## config.mk

```make
export PLATFORM = sky130hd
export DESIGN_NAME = shapool_result_tx
export DESIGN_NICKNAME = d
export VERILOG_FILES = /design/src/rtl/shapool_result_tx.sv
export SDC_FILE = /design/constraint.sdc
export NUM_CORES = 1
export LEC_CHECK = 0
export CAP_MARGIN = 25
export CORE_UTILIZATION = 36
export DETAILED_ROUTE_END_ITERATION = 8
export GPL_ROUTABILITY_DRIVEN = 0
export SLEW_MARGIN = 20
export SYNTH_ARGS = -nofsm -noshare
export SYNTH_HDL_FRONTEND = slang
export SYNTH_SLANG_ARGS = --single-unit
```

## constraint.sdc

```tcl
create_clock -name clk -period 4.3 [get_ports clk]
set_input_delay 0.645 -clock clk [delete_from_list [all_inputs] [get_ports clk]]
set_output_delay 0.645 -clock clk [all_outputs]
set_load 0.01 [all_outputs]
```

## src/rtl/shapool_result_tx.sv

```systemverilog
// rtl/shapool_result_tx.sv - captures the winning nonce, halts the pool, sends an 8N1 result frame, waits for resume
// Optional checksum byte: define SHAPOOL_RESULT_CHECKSUM_EN
module shapool_result_tx #(
    parameter int          NONCE_WIDTH  = 32,
    parameter int          CLKS_PER_BIT = 104,
    parameter logic [7:0]  DEVICE_ID    = 8'h00
) (
    input  logic                   clk,
    input  logic                   reset,
    input  logic                   success,
    input  logic [NONCE_WIDTH-1:0] nonce,
    input  logic                   resume,
    output logic                   tx,
    output logic                   halt_pool,
    output logic                   busy,
    output logic                   frame_done
);

    localparam int NB     = (NONCE_WIDTH + 7) / 8;
    localparam int NBUF_W = NB * 8;
`ifdef SHAPOOL_RESULT_CHECKSUM_EN
    localparam int FB     = NB + 3;
`else
    localparam int FB     = NB + 2;
`endif
    localparam int IW     = $clog2(NB + 3);
    localparam int CW     = $clog2(CLKS_PER_BIT);

    localparam logic [CW-1:0] BIT_LAST = CW'(CLKS_PER_BIT - 1);
    localparam logic [IW-1:0] LAST_IDX = IW'(FB - 1);

    typedef enum logic [2:0] {S_IDLE, S_START, S_DATA, S_STOP, S_HOLD} state_t;

    state_t              state, state_d;
    logic [CW-1:0]       baud_cnt, baud_d;
    logic [2:0]          bit_cnt, bit_d;
    logic [IW-1:0]       byte_idx, idx_d, nxt_idx;
    logic [7:0]          shreg, sh_d, next_byte;
    logic [NBUF_W-1:0]   nonce_buf, nbuf_d;
    logic                tx_d, halt_d, busy_d, done_d;
    logic                bit_end;
`ifdef SHAPOOL_RESULT_CHECKSUM_EN
    logic [7:0]          csum, csum_d;
`endif

    assign bit_end = (baud_cnt == BIT_LAST);
    assign nxt_idx = byte_idx + IW'(1);

    // Pick the byte that follows the current one: device id, nonce MSB first, then checksum
    always_comb begin
        next_byte = DEVICE_ID;
        for (int i = 0; i < NB; i++) begin
            if (nxt_idx == IW'(i + 2)) begin
                next_byte = nonce_buf[(NB-1-i)*8 +: 8];
            end
        end
`ifdef SHAPOOL_RESULT_CHECKSUM_EN
        if (nxt_idx == LAST_IDX) begin
            next_byte = csum;
        end
`endif
    end

    // State register plus datapath and registered outputs
    always_ff @(posedge clk) begin
        if (reset) begin
            state      <= S_IDLE;
            baud_cnt   <= '0;
            bit_cnt    <= '0;
            byte_idx   <= '0;
            shreg      <= '0;
            nonce_buf  <= '0;
            tx         <= 1'b1;
            halt_pool  <= 1'b0;
            busy       <= 1'b0;
            frame_done <= 1'b0;
`ifdef SHAPOOL_RESULT_CHECKSUM_EN
            csum       <= '0;
`endif
        end else begin
            state      <= state_d;
            baud_cnt   <= baud_d;
            bit_cnt    <= bit_d;
            byte_idx   <= idx_d;
            shreg      <= sh_d;
            nonce_buf  <= nbuf_d;
            tx         <= tx_d;
            halt_pool  <= halt_d;
            busy       <= busy_d;
            frame_done <= done_d;
`ifdef SHAPOOL_RESULT_CHECKSUM_EN
            csum       <= csum_d;
`endif
        end
    end

    // Next-state and datapath update; the nonce buffer only loads from IDLE
    always_comb begin
        state_d = state;
        baud_d  = baud_cnt;
        bit_d   = bit_cnt;
        idx_d   = byte_idx;
        sh_d    = shreg;
        nbuf_d  = nonce_buf;
`ifdef SHAPOOL_RESULT_CHECKSUM_EN
        csum_d  = csum;
`endif
        case (state)
            S_IDLE: begin
                if (success) begin
                    nbuf_d  = NBUF_W'(nonce);
                    sh_d    = 8'hA5;
                    idx_d   = '0;
                    baud_d  = '0;
                    bit_d   = '0;
`ifdef SHAPOOL_RESULT_CHECKSUM_EN
                    csum_d  = 8'hA5;
`endif
                    state_d = S_START;
                end
            end
            S_START: begin
                if (bit_end) begin
                    baud_d  = '0;
                    bit_d   = '0;
                    state_d = S_DATA;
                end else begin
                    baud_d  = baud_cnt + CW'(1);
                end
            end
            S_DATA: begin
                if (bit_end) begin
                    baud_d = '0;
                    sh_d   = shreg >> 1;
                    bit_d  = bit_cnt + 3'd1;
                    if (bit_cnt == 3'd7) begin
                        state_d = S_STOP;
                    end
                end else begin
                    baud_d = baud_cnt + CW'(1);
                end
            end
            S_STOP: begin
                if (bit_end) begin
                    baud_d = '0;
                    if (byte_idx == LAST_IDX) begin
                        state_d = S_HOLD;
                    end else begin
                        idx_d   = nxt_idx;
                        sh_d    = next_byte;
`ifdef SHAPOOL_RESULT_CHECKSUM_EN
                        csum_d  = csum ^ next_byte;
`endif
                        state_d = S_START;
                    end
                end else begin
                    baud_d = baud_cnt + CW'(1);
                end
            end
            S_HOLD: begin
                if (resume) begin
                    state_d = S_IDLE;
                end
            end
            default: state_d = S_IDLE;
        endcase
    end

    // Output values for the coming cycle, decoded from the next state so they land registered
    always_comb begin
        tx_d   = 1'b1;
        halt_d = (state_d != S_IDLE);
        busy_d = (state_d != S_IDLE);
        done_d = (state == S_STOP) && bit_end && (byte_idx == LAST_IDX);
        case (state_d)
            S_START: tx_d = 1'b0;
            S_DATA:  tx_d = sh_d[0];
            default: tx_d = 1'b1;
        endcase
    end

endmodule

```

==> reports/metrics.cfg <==
[final_layout]
multi_input_area_mm2=0.00153
final_cell_mix=nand2_1, dfxtp_1, a21oi_1
drive_above_1_share_pct=6.77
post-route-util_pct=47.0
num-fill-cells=790
area_delta_synth_final_pct=23.5
antenna_cells=0
seqCellArea_mm2=0.00118
nNetsFinal=440
final_cell_count_no_fill=498
mostFrequentLayoutCell=nand2_1

[logic_synthesis]
ys_seq_elements=59
postSynthCellCount=363
synth_warnings=0
synth_edf_count=0
ys.flop_type=dfxtp_1
yosysSeqAreaShare_pct=41.7
synth_cell_types=45
syn_avg_cell_area_um2=7.80
syn-cell-area_mm2=0.00283
async_flop_share_pct=0
syn_nets=407

[pwr]
power.density_mw_per_mm2=349
netSwitchingFraction_pct=23.3
p_int_uw=937
vdd_drop_max_v=0.000164
p_comb_share_pct=9.4
leakagePower_uw=0.00125
switchingPower_uw=285
power.share.clock_pct=42.7
seq_power_share_pct=47.9

[worst_setup_path]
rr_worst_depth=6
r2r-end=baud_cnt[5]
r2r_slack_ps=2210
crit_required_ps=4510
path_max_fanout=23
cp-end-kind=register
crit_type=primary input to register
crit_arrival_ps=2530
r2r-start=state[1]
startpoint_type=primary input
timing.critical_path.from=success

[die]
die_area_mm2=0.00823
pin_count=40
fp.dieH_um=90.7
start_util_pct=38.0
core_mm2=0.00745
placementRows=31
die_w_um=90.7

[cts]
cts_buffer_depth=2
cts_buffers=9
clockRootBuffer=clkbuf_8
cts.sinks=59
clkSlewWorstSetupHoldPaths_ps=60
cts_resized=0
clk_latency_ps=340
post_cts_buffers=0
cts_hold_buf=0
htree_levels=3
cts_tree=yes

[sta]
finalCritPeriodShare_pct=53.9
worst_pin_slew_ps=672
rsz0062_at_grt=false
final.setup.tns_ps=0
relSlewSlack_pct=55.2
finalMaxSlewViolations=0
min_period_ps=2320
timing_hold_violations_final=0
clock.fmax_ghz=0.432
setup_viol=0
clock_skew_ps=10.1

[route]
vias=2643
drt_pass1_iterations=4
via_per_inst=5.31
routedWlPerCell_um=14.0
finalWirelength_um=6970
route.detailed.drc=0
ant_nets=0
first_iter_violations=117

[flow_run]
maxCapViolCount=0

[min_path]
hp-class=register to register
holdCritStartpoint=nonce_buf[5]
whs_endpoint=nonce_buf[5]
hold-path-cell-count=2

[placed_design]
portBuffers=39
dp_cells=482
dp_hpwl_um=4760

[global_route]
overflow=0
antenna_found_initial=0
grt_pass1_vias=2452
grt_max_degree=60
grtUsageTotal_pct=18.2
grt_pass1_wl_um=12000

[run_status]
status=finished, final reports clean

==> per-layer routing <==
layer | up-vias | track usage [%] | share of wire (%)
met4 | 0 | 8.47 | 1.6
met2 | 56 | 27.7 | 46
met1 | 1237 | 24.5 | 49
met5 | - | 0 | 0
met3 | 12 | 3.79 | 3.8
li1 | 1338 | - | -
==> how the worst max path moves through the flow <==
stage | endpoint | slack [ps] | cells past startpoint
global placement | baud_cnt[5] | 1670 | 7
CTS | baud_cnt[5] | 1930 | 7
finish | baud_cnt[5] | 1980 | 7
detailed placement | baud_cnt[5] | 1590 | 7
floorplan | shreg[7] | 2580 | 8
global route | baud_cnt[5] | 1770 | 7
==> per-stage QoR <==
| step | power (uW) | cell area [um^2] | worst slack (ps) | hold slack [ps] |
|---|---|---|---|---|
| after floorplan | 655 | 2830 | 2580 | 432 |
| after global placement | 707 | 3250 | 1670 | 442 |
| after detailed placement | 711 | 3270 | 1590 | 446 |
| after CTS | 1230 | 3470 | 1930 | 455 |
| after global routing | 1270 | 3500 | 1770 | 470 |
| final | 1220 | 3500 | 1980 | 456 |
==> registers in the layout, indices dropped and copies added (netlist names) <==
signal / cells
nonce_buf: 32
baud_cnt: 7
bit_cnt: 3
byte_idx: 3
shreg: 8
frame_done: 1
tx: 1
busy: 1
state: 3
==> power by group through the flow <==
stage | sequential [uW] | clock (uW) | combinational [uW]
finish | 586 | 522 | 115
global route | 588 | 556 | 128
CTS | 586 | 531 | 114
detailed placement | 598 | 0 | 113
global placement | 597 | 0 | 110
floorplan | 592 | 0 | 62.8
==> kinds of logic after synthesis <==
| logic type | after synthesis | share of synthesized area (%) |
|---|---|---|
| AOI/OAI and AO/OA | 96 | 20.5 |
| xor gates and xnor gates | 4 | 1.50 |
| adders and majority gates | 8 | 3.53 |
| buffers and inverters | 29 | 4.64 |
| DFF | 59 | 41.7 |
| and+or+nand+nor | 167 | 28.1 |
==> Yosys cell counts (4+ instances only) <==
master    number  area [um^2]
nand2_1       86          323
dfxtp_1       59         1180
a21oi_1       44          220
nand3_1       25          125
nor2_1        16         60.1
o21ai_0       15         75.1
clkbuf_1      13         48.8
a31oi_1       11         68.8
and3_1         9         56.3
ha_1           8          100
inv_1          8         30.0
a41oi_1        5         43.8
nor3_1         5         25.0
nand2b_1       4         25.0
nor2b_1        4         25.0
==> cell type report <==
class                   instances  share of cell area (%)
clock buffers                  12                    4.72
clock inverters                 2                    1.00
inverters                       8                   0.859
multi-input cells             275                    43.6
flip-flops and latches         59                    33.8
well taps                      99                    3.54
repair buffers                 43                    12.5
==> critical path, cell delays in order <==
cell and delay (ps):
clkdlybuf4s50_1 550, nand2b_1 130, nor3_4 390, buf_4 350, nor2_1 170, nor3b_1 220, nor3_1 60
No activity file was read; power rests on OpenSTA's default activity.
